File: config.mk
export PLATFORM = sky130hd
export DESIGN_NAME = fp_div_iter
export DESIGN_NICKNAME = d
export VERILOG_FILES = /design/src/rtl/fp_pkg.sv /design/src/rtl/fp_restoring_divider.sv /design/src/rtl/fp_div_iter.sv
export SDC_FILE = /design/constraint.sdc
export NUM_CORES = 1
export LEC_CHECK = 0
export ABC_AREA = 1
export CORE_MARGIN = 1
export CORE_UTILIZATION = 45
export CTS_CLUSTER_DIAMETER = 100
export DETAILED_ROUTE_END_ITERATION = 8
export MAX_ROUTING_LAYER = met4
export PLACE_DENSITY = 0.65
export SLEW_MARGIN = 20
export SYNTH_ARGS = -nofsm -noshare
export SYNTH_HDL_FRONTEND = slang
export SYNTH_HIERARCHICAL = 1
export SYNTH_SLANG_ARGS = --single-unit
File: constraint.sdc
create_clock -name clk_in -period 5.55 [get_ports clk_in]
set_input_delay 1.11 -clock clk_in [delete_from_list [all_inputs] [get_ports clk_in]]
set_output_delay 1.11 -clock clk_in [all_outputs]
set_load 0.01 [all_outputs]
File: src/rtl/fp_pkg.sv
// Shared floating-point helpers: operand classes, flag bit positions, field constants.
// Widths are passed in so one package serves every exponent/fraction format.
package fp_pkg;

    typedef enum logic [1:0] {FP_ZERO, FP_NORMAL, FP_INF, FP_NAN} fp_class_t;

    localparam int FLAG_NV = 4;
    localparam int FLAG_DZ = 3;
    localparam int FLAG_OF = 2;
    localparam int FLAG_UF = 1;
    localparam int FLAG_NX = 0;

    localparam int FP_MAX_W = 64;

    function automatic int bias(input int exp_w);
        return (1 << (exp_w - 1)) - 1;
    endfunction

    function automatic logic [FP_MAX_W-1:0] qnan(input int exp_w, input int man_w);
        return (((64'd1 << exp_w) - 64'd1) << man_w) | (64'd1 << (man_w - 1));
    endfunction

    function automatic logic [FP_MAX_W-1:0] inf(input logic sign, input int exp_w, input int man_w);
        return (64'(sign) << (exp_w + man_w)) | (((64'd1 << exp_w) - 64'd1) << man_w);
    endfunction

    // Subnormals (exp==0, frac!=0) deliberately classify as zero: the units flush them.
    function automatic fp_class_t classify(input logic [31:0] exp, input logic [63:0] frac,
                                           input int exp_w);
        logic [31:0] ones;
        ones = (32'd1 << exp_w) - 32'd1;
        if (exp == 32'd0)
            return FP_ZERO;
        else if (exp == ones)
            return (frac == 64'd0) ? FP_INF : FP_NAN;
        else
            return FP_NORMAL;
    endfunction

endpackage

File: src/rtl/fp_restoring_divider.sv
// Unsigned restoring divider: N quotient bits of dividend/divisor, MSB is the integer bit.
// Latency: N cycles after start; done is high during the cycle whose edge writes the last bit.
// Backpressure: none; start restarts unconditionally, caller must keep dividend < 2*divisor.
module fp_restoring_divider #(
    parameter int N = 13
) (
    input  logic         clk_in,
    input  logic         rst,
    input  logic         start,
    input  logic [N-1:0] dividend,
    input  logic [N-1:0] divisor,
    output logic         done,
    output logic [N-1:0] quotient,
    output logic         rem_nz
);
    localparam int CW = $clog2(N + 1);

    logic [N:0]    rem_q;
    logic [N-1:0]  dvsr_q;
    logic [CW-1:0] cnt_q;
    logic [N+1:0]  diff;
    logic          ge;
    logic [N:0]    rem_next;

    always_comb begin
        diff     = {1'b0, rem_q} - {2'b00, dvsr_q};
        ge       = ~diff[N+1];
        rem_next = ge ? diff[N:0] : rem_q;
    end

    always_ff @(posedge clk_in) begin
        if (rst) begin
            rem_q    <= '0;
            dvsr_q   <= '0;
            cnt_q    <= '0;
            quotient <= '0;
        end else if (start) begin
            rem_q    <= {1'b0, dividend};
            dvsr_q   <= divisor;
            cnt_q    <= CW'(N);
            quotient <= '0;
        end else if (cnt_q != '0) begin
            // Partial remainder stays below divisor, so the shift never drops a set bit.
            rem_q    <= {rem_next[N-1:0], 1'b0};
            quotient <= {quotient[N-2:0], ge};
            cnt_q    <= cnt_q - CW'(1);
        end
    end

    assign done   = (cnt_q == CW'(1));
    assign rem_nz = |rem_q;

endmodule

File: src/rtl/fp_div_iter.sv
// Iterative fp divider with RNE rounding, special values, flush-to-zero and exception flags.
// Latency: fixed MAN_W+5 cycles from accept to the one-cycle data_valid_out pulse.
// Backpressure: ready_out low while busy; data_valid_in is ignored until back in IDLE.
module fp_div_iter
    import fp_pkg::*;
#(
    parameter int EXP_W = 5,
    parameter int MAN_W = 10
) (
    input  logic                       clk_in,
    input  logic                       rst,
    input  logic [EXP_W+MAN_W:0]       a,
    input  logic [EXP_W+MAN_W:0]       b,
    input  logic                       data_valid_in,
    output logic                       ready_out,
    output logic [EXP_W+MAN_W:0]       result,
    output logic                       data_valid_out,
    output logic [4:0]                 flags
);
    localparam int W    = 1 + EXP_W + MAN_W;
    localparam int N    = MAN_W + 3;
    localparam int EW   = EXP_W + 2;
    localparam int BIAS = bias(EXP_W);

    localparam logic [W-1:0]         QNAN   = W'(qnan(EXP_W, MAN_W));
    localparam logic signed [EW-1:0] E_MAX  = EW'((1 << EXP_W) - 1);
    localparam logic signed [EW-1:0] E_ZERO = '0;

    localparam logic [1:0] S_IDLE   = 2'd0;
    localparam logic [1:0] S_DIVIDE = 2'd1;
    localparam logic [1:0] S_NORM   = 2'd2;
    localparam logic [1:0] S_ROUND  = 2'd3;

    logic [1:0]             state;
    logic                   sign_q, spc_q, guard_q, sticky_q;
    logic [W-1:0]           spc_res_q;
    logic [4:0]             spc_flags_q;
    logic signed [EW-1:0]   e_q;
    logic [MAN_W-1:0]       frac_q;

    logic                   sign_c, spc_c;
    logic [EXP_W-1:0]       ea, eb;
    logic [MAN_W-1:0]       fa, fb;
    fp_class_t              ca, cb;
    logic [W-1:0]           spc_res_c;
    logic [4:0]             spc_flags_c;
    logic signed [EW-1:0]   e_c;

    logic                   accept, div_done, rem_nz;
    logic [N-1:0]           quotient;

    assign ready_out = (state == S_IDLE);
    assign accept    = ready_out & data_valid_in;
    assign sign_c    = a[W-1] ^ b[W-1];
    assign ea        = a[W-2:MAN_W];
    assign eb        = b[W-2:MAN_W];
    assign fa        = a[MAN_W-1:0];
    assign fb        = b[MAN_W-1:0];
    assign e_c       = $signed({2'b00, ea}) - $signed({2'b00, eb}) + EW'(BIAS);

    // Special operands are resolved up front; the datapath still runs so latency is fixed.
    always_comb begin
        ca          = classify(32'(ea), 64'(fa), EXP_W);
        cb          = classify(32'(eb), 64'(fb), EXP_W);
        spc_c       = 1'b1;
        spc_res_c   = QNAN;
        spc_flags_c = '0;
        if (ca == FP_NAN || cb == FP_NAN) begin
            spc_res_c = QNAN;
        end else if ((ca == FP_ZERO && cb == FP_ZERO) || (ca == FP_INF && cb == FP_INF)) begin
            spc_flags_c[FLAG_NV] = 1'b1;
        end else if (ca == FP_INF) begin
            spc_res_c = W'(inf(sign_c, EXP_W, MAN_W));
        end else if (cb == FP_ZERO) begin
            spc_res_c            = W'(inf(sign_c, EXP_W, MAN_W));
            spc_flags_c[FLAG_DZ] = 1'b1;
        end else if (cb == FP_INF || ca == FP_ZERO) begin
            spc_res_c = {sign_c, {(W-1){1'b0}}};
        end else begin
            spc_c = 1'b0;
        end
    end

    fp_restoring_divider #(.N(N)) u_div (
        .clk_in   (clk_in),
        .rst      (rst),
        .start    (accept),
        .dividend (N'({1'b1, fa})),
        .divisor  (N'({1'b1, fb})),
        .done     (div_done),
        .quotient (quotient),
        .rem_nz   (rem_nz)
    );

    logic                 round_up;
    logic [MAN_W:0]       frac_inc;
    logic signed [EW-1:0] e_r;
    logic [W-1:0]         res_c;
    logic [4:0]           flags_c;

    // A carry out of the fraction leaves all-zero low bits, i.e. mantissa 1.0 at E+1.
    always_comb begin
        round_up         = guard_q & (sticky_q | frac_q[0]);
        frac_inc         = {1'b0, frac_q} + (MAN_W+1)'(round_up);
        e_r              = e_q + EW'(frac_inc[MAN_W]);
        res_c            = {sign_q, e_r[EXP_W-1:0], frac_inc[MAN_W-1:0]};
        flags_c          = '0;
        flags_c[FLAG_NX] = guard_q | sticky_q;
        if (spc_q) begin
            res_c   = spc_res_q;
            flags_c = spc_flags_q;
        end else if (e_r >= E_MAX) begin
            res_c            = W'(inf(sign_q, EXP_W, MAN_W));
            flags_c[FLAG_OF] = 1'b1;
            flags_c[FLAG_NX] = 1'b1;
        end else if (e_r <= E_ZERO) begin
            res_c            = {sign_q, {(W-1){1'b0}}};
            flags_c[FLAG_UF] = 1'b1;
            flags_c[FLAG_NX] = 1'b1;
        end
    end

    always_ff @(posedge clk_in) begin
        if (rst) begin
            state          <= S_IDLE;
            result         <= '0;
            flags          <= '0;
            data_valid_out <= 1'b0;
            sign_q         <= 1'b0;
            spc_q          <= 1'b0;
            spc_res_q      <= '0;
            spc_flags_q    <= '0;
            e_q            <= '0;
            frac_q         <= '0;
            guard_q        <= 1'b0;
            sticky_q       <= 1'b0;
        end else begin
            data_valid_out <= 1'b0;
            case (state)
                S_IDLE: if (data_valid_in) begin
                    sign_q      <= sign_c;
                    spc_q       <= spc_c;
                    spc_res_q   <= spc_res_c;
                    spc_flags_q <= spc_flags_c;
                    e_q         <= e_c;
                    state       <= S_DIVIDE;
                end
                S_DIVIDE: if (div_done) state <= S_NORM;
                S_NORM: begin
                    if (quotient[N-1]) begin
                        frac_q   <= quotient[N-2:2];
                        guard_q  <= quotient[1];
                        sticky_q <= rem_nz | quotient[0];
                    end else begin
                        frac_q   <= quotient[N-3:1];
                        guard_q  <= quotient[0];
                        sticky_q <= rem_nz;
                        e_q      <= e_q - EW'(1);
                    end
                    state <= S_ROUND;
                end
                default: begin
                    result         <= res_c;
                    flags          <= flags_c;
                    data_valid_out <= 1'b1;
                    state          <= S_IDLE;
                end
            endcase
        end
    end

endmodule

==> impl_metrics.ini, run 1 <==
[global_route]
grt_pass1_wl_um = 24630
grt_max_degree = 28
grt_usage = 0.2248
grt_pass1_vias = 5127
gr-total-overflow = 0
grt_antenna_before_repair = 0

[drt]
drc = 0
wirelength_um = 14740
postRouteAntennaNets = 0
num_vias = 5702
drtIter0Drc = 408
detail_route.wl_per_cell_um = 12.97
drt_first_pass_iters = 5
via_per_inst = 5.019

[final_layout]
finish.instance_area_sq_um = 7032
diodes = 0
area_delta_synth_final_pct = 15.66
final_cell_mix = nand2_1, inv_1, dfxtp_1
final_util = 0.5331
drive_gt1_frac = 0.08542
nets = 1023
final_common_cell = nand2_1

[run_status]
status = finished clean

[clock_network]
numClockSinks = 94
clk_latency_ps = 350
cts_tree = built
numCtsBuffers = 9
cts-htree-levels = 3
root_buffer = clkbuf_16
cts_setup_buffers = 0
cts_max_path_buffers = 2
path_clk_slew_ps = 70
cts_resized = 0
cts_hold_buf = 0

[floorplan]
initial_utilization = 0.4609
die_y_um = 118.2
rows = 42
coreArea_sq_um = 13190
die_w_um = 118.2
die-area_sq_um = 13980
num_io_pins = 58

[power]
irDropWorstVdd_v = 0.0003590
p_total_w = 0.003799
power.density_nw_per_um2 = 540.2
leakage_nw = 3.151

[logic_synthesis]
syn_area_per_cell_sq_um = 6.652
async_flop_share = 0
yosys_warnings = 6
synth_top_area_cell = dfxtp_1
ys_top_cells_by_area = dfxtp_1, nand2_1, inv_1, nand3_1, ha_1
yosysSeqAreaShare = 0.3095
yosys_most_used_dff = dfxtp_1
synth_edf_count = 0
synth_top_cell_area_share = 0.3095
ys_ff_latch = 94
netlist_area_sq_um = 6080
synth_cell_type_count = 49
synthCells = 914

[placement]
port_buffers = 57
dp_hpwl_um = 11190
gp_congestion = 0.8811
pre_cts_ws_ps = 2143
place_area_sq_um = 6715

[job]
cap_violations = 0

[setup_path]
start_kind = flip-flop
critPathRequiredTime_ps = 5830
path_max_fanout = 11
arrival_ps = 3490
path_class = reg -> reg
endpoint_kind = flip-flop

[sta]
rsz0062_at_grt = no
fin_skew_ps = 8.537
relSlewSlack = 0.3694
worstMarginPinSlew_ps = 942.4
finalSetupViolCount = 0
finalHoldViolCount = 0
max_freq_mhz = 311.6
fin_setup_tns_ps = 0
min_period_ps = 3209
fin_crit_sh = 0.5783
drv_slew = 0
setup_slack_ps = 2341

[hold_path]
hold_class = reg -> reg
[state kept, by name, summed over array words and instances (netlist names)]
register        count
flags               5
u_div/rem_q        14
state               2
data_valid_out      1
spc_q               1
guard_q             1
u_div/quotient     13
spc_flags_q         2
sticky_q            1
spc_res_q           3
sign_q              1
u_div/dvsr_q       13
result             16
e_q                 7
u_div/cnt_q         4
frac_q             10
[per-layer routing]
layer | up-vias | routed length (um) | track usage
li1 | 3016 | - | -
met2 | 98 | 6516 | 0.3419
met1 | 2575 | 7600 | 0.3079
met4 | 0 | 134 | 0.06170
met5 | - | 0 | -
met3 | 13 | 487 | 0.03620
[through the flow]
stage                     hold WS, ps  instances
final                           464.3       1136
after detailed placement        456.3       1120
after CTS                       466.5       1136
after global placement          456.0       1120
after floorplan                 432.5        918
after global routing            482.6       1136
[power by group]
group | switching (W) | internal [W] | leakage (nW)
Combinational | 0.00137 | 0.000735 | 2.23
Clock | 0.000271 | 0.000378 | 0.153
Sequential | 0.000180 | 0.000865 | 0.770
[cell type report]
| type | instances | area, sq um |
|---|---|---|
| clock buffer | 11 | 252.7 |
| tap | 176 | 220.2 |
| sequential | 94 | 1882 |
| timing repair buffer | 59 | 580.6 |
| fill | 1369 | 6158 |
| clock inverter | 5 | 63.81 |
| multi-input combinational | 653 | 3515 |
| inverter | 138 | 518.0 |
[cells in the mapped netlist (3+ instances only)]
master,count
nor2_2,4
buf_6,3
a21oi_2,10
xnor2_1,4
nor3_1,7
nand2_1,201
o21ai_0,63
ha_1,31
nand2_2,8
a21oi_1,64
o211ai_1,11
nor2_1,89
nand4_1,12
or2_2,4
nand3_2,19
clkbuf_1,18
inv_2,8
dfxtp_1,94
a31oi_1,4
nand3b_1,3
buf_4,5
inv_1,129
xor2_1,8
nand3_1,78
[cell families after synthesis]
| group | count (synthesis) | share of synthesized area |
|---|---|---|
| xor gates and xnor gates | 12 | 0.01729 |
| and+or+nand+nor | 439 | 0.3359 |
| DFF | 94 | 0.3095 |
| other | 2 | 0.001235 |
| AOI/OAI and AO/OA | 163 | 0.1509 |
| adders and majority gates | 33 | 0.07038 |
| buffers and inverters | 171 | 0.1148 |
[final timing paths]
path,startpoint,endpoint,slack (ps),depth (start not counted)
worst max-delay path,frac_q[0]$_SDFFE_PP0P_,result[0]$_SDFFE_PP0P_,2340,17
worst min-delay path,flags[1]$_SDFFE_PP0P_,flags[1]$_SDFFE_PP0P_,460,2
worst max register to register,frac_q[0]$_SDFFE_PP0P_,result[0]$_SDFFE_PP0P_,2340,17
worst min register to register,flags[1]$_SDFFE_PP0P_,flags[1]$_SDFFE_PP0P_,460,2
[worst max-delay path, stage by stage (launching register included)]
cell and delay [ps]:
dfxtp_1 380, o21a_1 130, ha_1 160, ha_1 180, nand3_1 140, inv_1 110, nand3_1 100, nor2_1 160
ha_1 290, ha_1 260, nand4_2 160, nor2_2 160, inv_1 70, nand2_1 70, nand2_2 60, nor2_2 380
nand4_1 170, a21oi_1 170
No activity file was read; power rests on OpenSTA's default activity.
==> run 2: changes to the inputs <==
Settings changed: PLACE_DENSITY 0.65 to 0.68.
Clock period 5.55 ns to 2.75 ns, I/O delays scaled along.
==> impl_metrics.ini, run 2 (synthesis gave the netlist of run 1 again) <==
[global_route]
gr-total-overflow = 0
grt_antenna_before_repair = 0
grt_pass1_wl_um = 26060
grt_max_degree = 37
grt_pass1_vias = 5507
grt_usage = 0.2363

[floorplan]
num_io_pins = 58
die-area_sq_um = 13980
die_y_um = 118.2
coreArea_sq_um = 13190
rows = 42
initial_utilization = 0.4609
die_w_um = 118.2

[drt]
wirelength_um = 15750
detail_route.wl_per_cell_um = 13.60
postRouteAntennaNets = 0
drtIter0Drc = 524
drt_first_pass_iters = 5
drc = 0
via_per_inst = 5.109
num_vias = 5916

[sta]
drv_slew = 0
fin_skew_ps = 5.605
min_period_ps = 2686
relSlewSlack = 0.4351
max_freq_mhz = 372.3
fin_crit_sh = 0.9767
fin_setup_tns_ps = 0
setup_slack_ps = 64.00
finalSetupViolCount = 0
worstMarginPinSlew_ps = 846.5
finalHoldViolCount = 0

[placement]
dp_hpwl_um = 11410
port_buffers = 57
dp_cells = 1137
gp_congestion = 0.8910
pre_cts_ws_ps = -129.9

[final_layout]
final_common_cell = nand2_1
top_register = result
nets = 1047
fill_cells = 1288
largest_reg_flops = 16
diodes = 0
area_delta_synth_final_pct = 21.14
reg.largest.list = result: 16 flops, u_div/rem_q: 14 flops
final_cell_mix = nand2_1, inv_1, dfxtp_1
fin_cells = 1158
drive_gt1_frac = 0.1303

[setup_path]
path_max_fanout = 5
endpoint_kind = flip-flop
critPathRequiredTime_ps = 3040
arrival_ps = 2970
start_kind = flip-flop
path_class = reg -> reg

[clock_network]
root_buffer = clkbuf_16
numCtsBuffers = 9
cts-htree-levels = 3
cts_hold_buf = 0
cts_tree = built
numClockSinks = 94
cts_max_path_buffers = 2
path_clk_slew_ps = 70
clk_latency_ps = 350

[power]
p_total_w = 0.008118
power.density_nw_per_um2 = 1102
irDropWorstVdd_v = 0.0007056
leakage_nw = 3.264

[job]
cap_violations = 0

[run_status]
status = finished clean

[hold_path]
hold_class = reg -> reg
-- run 2: cell types whose count changed in the layout (fill, tap and decap cells not counted), sizes merged --
cell    delta
nand2      +1
clkinv     +1
inv        -1
clkbuf     -2
buf       +22
nor2       +1
-- run 2: layer usage --
layer / wire length (um) / track usage / part of all wire / vias to the layer above
met5: 0 / - / 0 / -
met4: 303 / 0.08173 / 0.019 / 0
met3: 461 / 0.03813 / 0.029 / 25
met2: 7325 / 0.3688 / 0.47 / 99
met1: 7661 / 0.3093 / 0.49 / 2714
li1: - / - / - / 3078
-- run 2: cell type report --
class,count,area [sq um],share of cell area
clock inverter,5,60.06,0.008155
multi-input combinational,655,3699,0.5022
inverter,138,518.0,0.07034
clock buffer,9,225.2,0.03058
tap,176,220.2,0.02990
timing repair buffer,81,758.2,0.1030
sequential,94,1884,0.2559
-- run 2: path summary, 6_finish.rpt --
path	startpoint	endpoint	slack [ps]	depth (start not counted)
worst max register to register	frac_q[0]$_SDFFE_PP0P_	result[14]$_SDFFE_PP0P_	60	19
worst min register to register	flags[1]$_SDFFE_PP0P_	flags[1]$_SDFFE_PP0P_	470	2
worst max-delay path	frac_q[0]$_SDFFE_PP0P_	result[14]$_SDFFE_PP0P_	60	19
worst min-delay path	flags[1]$_SDFFE_PP0P_	flags[1]$_SDFFE_PP0P_	470	2
-- run 2: per-stage QoR --
step	hold slack (ps)	utilization	cell area [sq um]
global route	484.7	0.5583	7365
floorplan	432.5	-	6095
finish	465.1	0.5583	7365
detailed placement	457.7	0.5188	6843
CTS	468.2	0.5428	7159
global placement	456.0	0.5188	6843
-- run 2: worst max-delay path, cell delays in order (launching register included) --
cell and delay, ps:
dfxtp_2 330, o21a_1 130, ha_2 200, ha_4 140, nand3_2 80, inv_2 70
nand3_2 90, nor2_2 130, ha_2 210, ha_4 170, nand3_2 90, nand2_2 100
nand2_2 70, nor2_1 120, nand2_1 110, nand2_4 130, nand2_8 80, o21ai_4 210
nor2_1 70, nor2_1 80
-- run 2: repair_timing --
action,CTS,global route
setup endpoints to repair,16,17
pin swaps,2,22
gates cloned,0,2
gates resized for setup,12,31
hold endpoints to repair,0,0
buffers inserted,0,5
-- run 2: report_power, final --
group | internal (W) | switching (W) | leakage (nW)
Sequential | 0.00175 | 0.000371 | 0.771
Combinational | 0.00175 | 0.00299 | 2.36
Clock | 0.000699 | 0.000560 | 0.138
Total | 0.00419 | 0.00393 | 3.26
==> run 3: changes to the inputs <==
Settings changed: MAX_ROUTING_LAYER met4 to default, PLACE_DENSITY 0.68 to default, PLACE_DENSITY_LB_ADDON from default to 0.15.
Clock period 2.75 ns to 2.6 ns, I/O delays scaled along.
==> impl_metrics.ini, run 3 (synthesis gave the netlist of run 1 again) <==
[run_status]
status = finished clean

[setup_path]
path_max_fanout = 5
path_class = reg -> reg
r2r_cells = 19
critPathRequiredTime_ps = 2880
endpoint_kind = flip-flop
r2r_setup_slack_ps = 20
start_kind = flip-flop
arrival_ps = 2860

[sta]
holdWs_ps = 469.2
fin_skew_ps = 9.537
rsz0062_at_grt = yes
relSlewSlack = 0.4461
finalHoldViolCount = 0
max_freq_mhz = 388.1
fin_crit_sh = 0.9909
worstMarginPinSlew_ps = 830.0
drv_slew = 0
setup_slack_ps = 23.55
finalSetupViolCount = 0
min_period_ps = 2576

[drt]
postRouteAntennaNets = 0
via_per_inst = 5.055
drt_first_pass_iters = 5
wirelength_um = 15590
drtIter0Drc = 400
num_vias = 5965
drc = 0
detail_route.wl_per_cell_um = 13.22

[floorplan]
die_y_um = 118.2
rows = 42
coreArea_sq_um = 13190
initial_utilization = 0.4609
die_w_um = 118.2
die-area_sq_um = 13980
num_io_pins = 58

[placement]
pre_cts_ws_ps = -219.8
gp_congestion = 0.8619
dp_hpwl_um = 11220
port_buffers = 57
dp_cells = 1147

[clock_network]
numClockSinks = 94
cts_tree = built
cts-htree-levels = 3
clk_latency_ps = 350
numCtsBuffers = 9
cts_max_path_buffers = 2
path_clk_slew_ps = 70
root_buffer = clkbuf_16

[global_route]
grt_pass1_wl_um = 25700
grt_antenna_before_repair = 1
grt_max_degree = 29
gr-total-overflow = 0
grt_pass1_vias = 5549
grt_usage = 0.2265

[power]
power.density_nw_per_um2 = 1126
irDropWorstVdd_v = 0.0005939
leakage_nw = 3.357

[hold_path]
hold_class = reg -> reg
whs_path_depth = 2

[final_layout]
nets = 1066
area_delta_synth_final_pct = 24.10
fin_cells = 1180
top_register = result
reg.largest.list = result: 16 flops, u_div/rem_q: 14 flops
final_common_cell = nand2_1
final_util = 0.5720
final_cell_mix = nand2_1, inv_1, dfxtp_1
largest_reg_flops = 16
drive_gt1_frac = 0.1486

[job]
cap_violations = 0
==> run 3: changes by cell type in the layout (fill, tap and decap cells not counted), moves of 2 or more <==
cell,before,now
buf_4,23,40
nor2_2,6,4
buf_6,0,4
inv_6,1,3
nand3_2,23,20
nand3_4,2,4
nor2_4,6,8
a21oi_2,10,12
a21oi_1,64,62
==> run 3: cell type report <==
class | count | area (sq um)
tap | 176 | 220.2
timing repair buffer | 101 | 910.9
clock inverter | 5 | 38.79
antenna | 1 | 2.502
multi-input combinational | 654 | 3726
inverter | 138 | 520.5
clock buffer | 11 | 242.7
fill | 1304 | 5645
sequential | 94 | 1883
==> run 3: routing by layer <==
layer	up-vias	track usage	wire length (um)
met5	-	0	0
met4	0	0.08974	284
met3	18	0.02799	577
met2	112	0.3721	7331
met1	2724	0.3009	7400
li1	3111	-	-
==> run 3: worst paths after layout <==
kind / end / from
min reg2reg: flags[1]$_SDFFE_PP0P_ / flags[1]$_SDFFE_PP0P_
max: result[2]$_SDFFE_PP0P_ / frac_q[0]$_SDFFE_PP0P_
min: flags[1]$_SDFFE_PP0P_ / flags[1]$_SDFFE_PP0P_
max reg2reg: result[2]$_SDFFE_PP0P_ / frac_q[0]$_SDFFE_PP0P_
==> run 3: what timing repair did <==
action                                  4_1_cts  5_1_grt
buffers inserted                             11        5
hold buffers                                  0        0
endpoints found under the setup margin       16       17
gates cloned                                  1        0
pin swaps                                     8       18
resized for setup                            16       32
==> run 3: metrics by stage <==
| step | cell area [sq um] | power [W] | setup TNS, ps |
|---|---|---|---|
| after floorplan | 6121 | 0.005870 | 0 |
| after global placement | 6944 | 0.006867 | -1050 |
| after detailed placement | 6944 | 0.006902 | -2495 |
| after CTS | 7360 | 0.008297 | -238.7 |
| after global routing | 7545 | 0.009297 | -1412 |
| final | 7545 | 0.008494 | 0 |
==> run 3: worst max-delay path, stage by stage (launching register included) <==
cell and delay (ps):
dfxtp_2 350, o21a_1 120, ha_2 190, ha_4 150, nand3_4 90, inv_4 80
nand3_4 80, nor2_4 120, ha_4 160, ha_4 150, nand4_4 120, buf_6 160
nand2_4 70, nor2_2 30, nand2_1 60, nand2_2 70, nand2_4 110, buf_6 120
nand4_1 100, a21oi_2 160
==> run 3: report_power, final <==
part	leakage (nW)	switching, W	internal (W)
clock	0.137	0.000607	0.000685
combinational	2.45	0.00311	0.00186
sequential	0.771	0.000390	0.00185
==> RTL edit (flow settings as in run 3) <==
Put one more register stage on the output `flags`. The value now appears one clock later. The other outputs are not delayed to match.
--- a/src/rtl/fp_div_iter.sv
+++ b/src/rtl/fp_div_iter.sv
@@ -30,6 +30,8 @@
     localparam logic [1:0] S_DIVIDE = 2'd1;
     localparam logic [1:0] S_NORM   = 2'd2;
     localparam logic [1:0] S_ROUND  = 2'd3;
+
+    logic [4:0] flags_s0;
 
     logic [1:0]             state;
     logic                   sign_q, spc_q, guard_q, sticky_q;
@@ -124,7 +126,7 @@
         if (rst) begin
             state          <= S_IDLE;
             result         <= '0;
-            flags          <= '0;
+            flags_s0       <= '0;
             data_valid_out <= 1'b0;
             sign_q         <= 1'b0;
             spc_q          <= 1'b0;
@@ -161,7 +163,7 @@
                 end
                 default: begin
                     result         <= res_c;
-                    flags          <= flags_c;
+                    flags_s0       <= flags_c;
                     data_valid_out <= 1'b1;
                     state          <= S_IDLE;
                 end
@@ -169,5 +171,9 @@
         end
     end
 
+    always_ff @(posedge clk_in) begin
+        flags <= flags_s0;
+    end
+
 endmodule
 
Check against the original RTL: same outputs for any inputs over 10 cycles, from zero or initial values and one cycle with rst high; that may be too few to reach the edited logic, so the function may still have changed.
==> RTL edit against run 3 <==
- the run now ends with negative setup slack left
- synthesized area grew 1.2%
- sequential cell count grew 5
- design area shrank 0.76%
- setup slack lost 0.14 ns
- cell count shrank 1.4%
- global-route usage shrank 0.79 points
- synthesized cell count shrank 0.77%
- routed wire length shrank 4.9%
- total power is essentially flat
- first-iteration DRC count shrank 19%
- largest power group unchanged
==> RTL edit: results (changes against run 3) <==
STA
  – Fin crit period: 2.72 ns (+0.140 ns)
  – Clk_skew: 0.00630 ns (-0.00324 ns)
  – # setup viols final: 18 (+18)
  – Final WS setup: -0.116 ns (-0.140 ns)
  – Worst Tran Pin Value: 0.702 ns (-0.128 ns)
  – Setup TNS: -1.53 ns (-1.53 ns)

Placed design
  – PortBufs: 57 (unchanged)
  – DP Worst Slack: -0.167 ns (+0.0530 ns)
  – Post-DP Area: 7010 µm² (+0.90%)
  – Post-DP HPWL: 11100 µm (-1.1%)
  – Last weighted congestion value of the routability-driven placer: 0.889 (+3.2%)

Hold path
  – Worst hold start: flags_s0[2]
  – Hold WC Path Type: reg2reg

Cells and area
  – N_diodes: 0 (-1)
  – Non-filler cells, final: 1163 (-1.4%)
  – Biggest regs: result: 16 flops, u_div/rem_q: 14 flops
  – Final #Nets: 1050 (-1.5%)
  – Share of layout cells above drive strength 1: 0.141 (-0.00772)

Clock tree
  – CTS Root Cell: clkbuf_16
  – CTS buffer count: 9 (unchanged)
  – H-tree depth: 3 (unchanged)
  – Max clock buf depth: 2 (unchanged)
  – Clk_lat worst skew: 0.36 ns
  – Reg clk slew, reported paths: 0.08 ns

GRT
  – Maximum number of pins on one net before global-route repair: 41 (+41%)
  – Vias in the first global route: 5327 (-4.0%)
  – First-pass GRT wire length: 25000 µm (-2.8%)
  – Initial antenna violation count: 0 (-1)
  – Total gr overflow: 0 (unchanged)
  – GRT Resource Usage Total: 0.219 (-0.00792)

Synth
  – Post-synthesis xor/xnor area fraction: 0.0171 (-0.000200)
  – Number of distinct library cells after synthesis: 48 (-2.0%)
  – Cells after synthesis: 907 (-0.77%)
  – Synth Warn #: 6 (unchanged)
  – EDFF count, synth: 0 (unchanged)
  – FFs w/ async S/R, synth: 0 (unchanged)
  – Ranking of synthesized cells by area: dfxtp_1, nand2_1, inv_1, ha_1, nand3_1
  – Compound-Gate Fraction of Synth Area: 0.151 (about the same)
  – Adder-cell share of the synthesized area: 0.0696 (-0.000816)
  – Seq/Total Area, Yosys: 0.322 (+0.0127)
  – Most frequent cells after synthesis: nand2_1, inv_1, dfxtp_1
  – Multiplexer share of the synthesized area: 0 (unchanged)

Power
  – Clock power frac: 0.169 (+0.017)
  – Peak VDD IR: 0.662 mV (+11%)
  – Seq power: 2.33 mW (+4%)
  – Switching power: 4.04 mW (-1.7%)
  – Leakage: 3.36 nW (+0.14%)

Setup path
  – CP arrival: 2.95 ns (+0.09 ns)
  – Worst r2r src: frac_q[0]
  – Critical path type: reg2reg
  – Worst-path fanout max: 4 (-1)
  – Worst path max stage delay: 0.34 ns
  – CP max stage cell: dfxtp_2

Detailed routing
  – First-pass detailed-route iteration total: 5 (unchanged)
  – Routed len/inst: 12.8 µm (-3.5%)
  – DR iter-0 viols: 323 (-19%)
  – Via density: 5.02 (-0.60%)

Status
  – Run status: finished, violations left
  – Failing checks: negative setup slack
==> RTL edit: area by class of cell <==
class | count | area (µm²)
fillers | 1310 | 5810
well taps | 176 | 220
clock inverters | 7 | 93.8
repair buffers | 91 | 825
multi-input cells | 638 | 3600
inverters | 143 | 537
clock buffers | 9 | 225
flip-flops and latches | 99 | 1990
==> RTL edit: per-stage QoR <==
| stage | power (mW) | utilization |
|---|---|---|
| 2_1_floorplan | 5.98 | - |
| 3_5_place_dp | 6.96 | 0.527 |
| 3_3_place_gp | 6.92 | 0.527 |
| 5_1_grt | 9.28 | 0.563 |
| 6_report | 8.49 | 0.563 |
| 4_1_cts | 8.48 | 0.560 |
==> RTL edit: cells by family after synthesis <==
logic type               after synthesis
XOR/XNOR                              12
adder cells (fa/ha/maj)               33
AND/OR/NAND/NOR                      421
AO/OA/AOI/OAI                        165
other                                  2
buffers and inverters                175
flip-flops                            99
==> RTL edit: what timing repair did <==
item | in CTS | in global routing
setup buffers | 12 | 0
endpoints found under the setup margin | 18 | 19
pin swaps | 8 | 11
resized for setup | 6 | 14
gates cloned | 1 | 0
==> RTL edit: worst paths after layout <==
path / to / slack [ns] / depth (start not counted)
worst max-delay path: result[10] / -0.12 / 16
worst max register to register: result[10] / -0.12 / 16
worst min-delay path: flags[2] / 0.35 / 0
worst min register to register: flags[2] / 0.35 / 0
==> RTL edit: layer usage <==
layer,vias to the layer above,wire length [µm],global-route usage
met3,10,511,0.0383
li1,3081,-,-
met5,-,0,0
met1,2653,7050,0.282
met4,0,122,0.0522
met2,100,7160,0.376
==> RTL edit: critical path, delay by kind of cell, from the launching register on <==
family,cells,cell delay (ns)
and+or+nand+nor,10,1.20
adders and majority gates,4,0.78
DFF,1,0.34
AOI/OAI and AO/OA,2,0.27
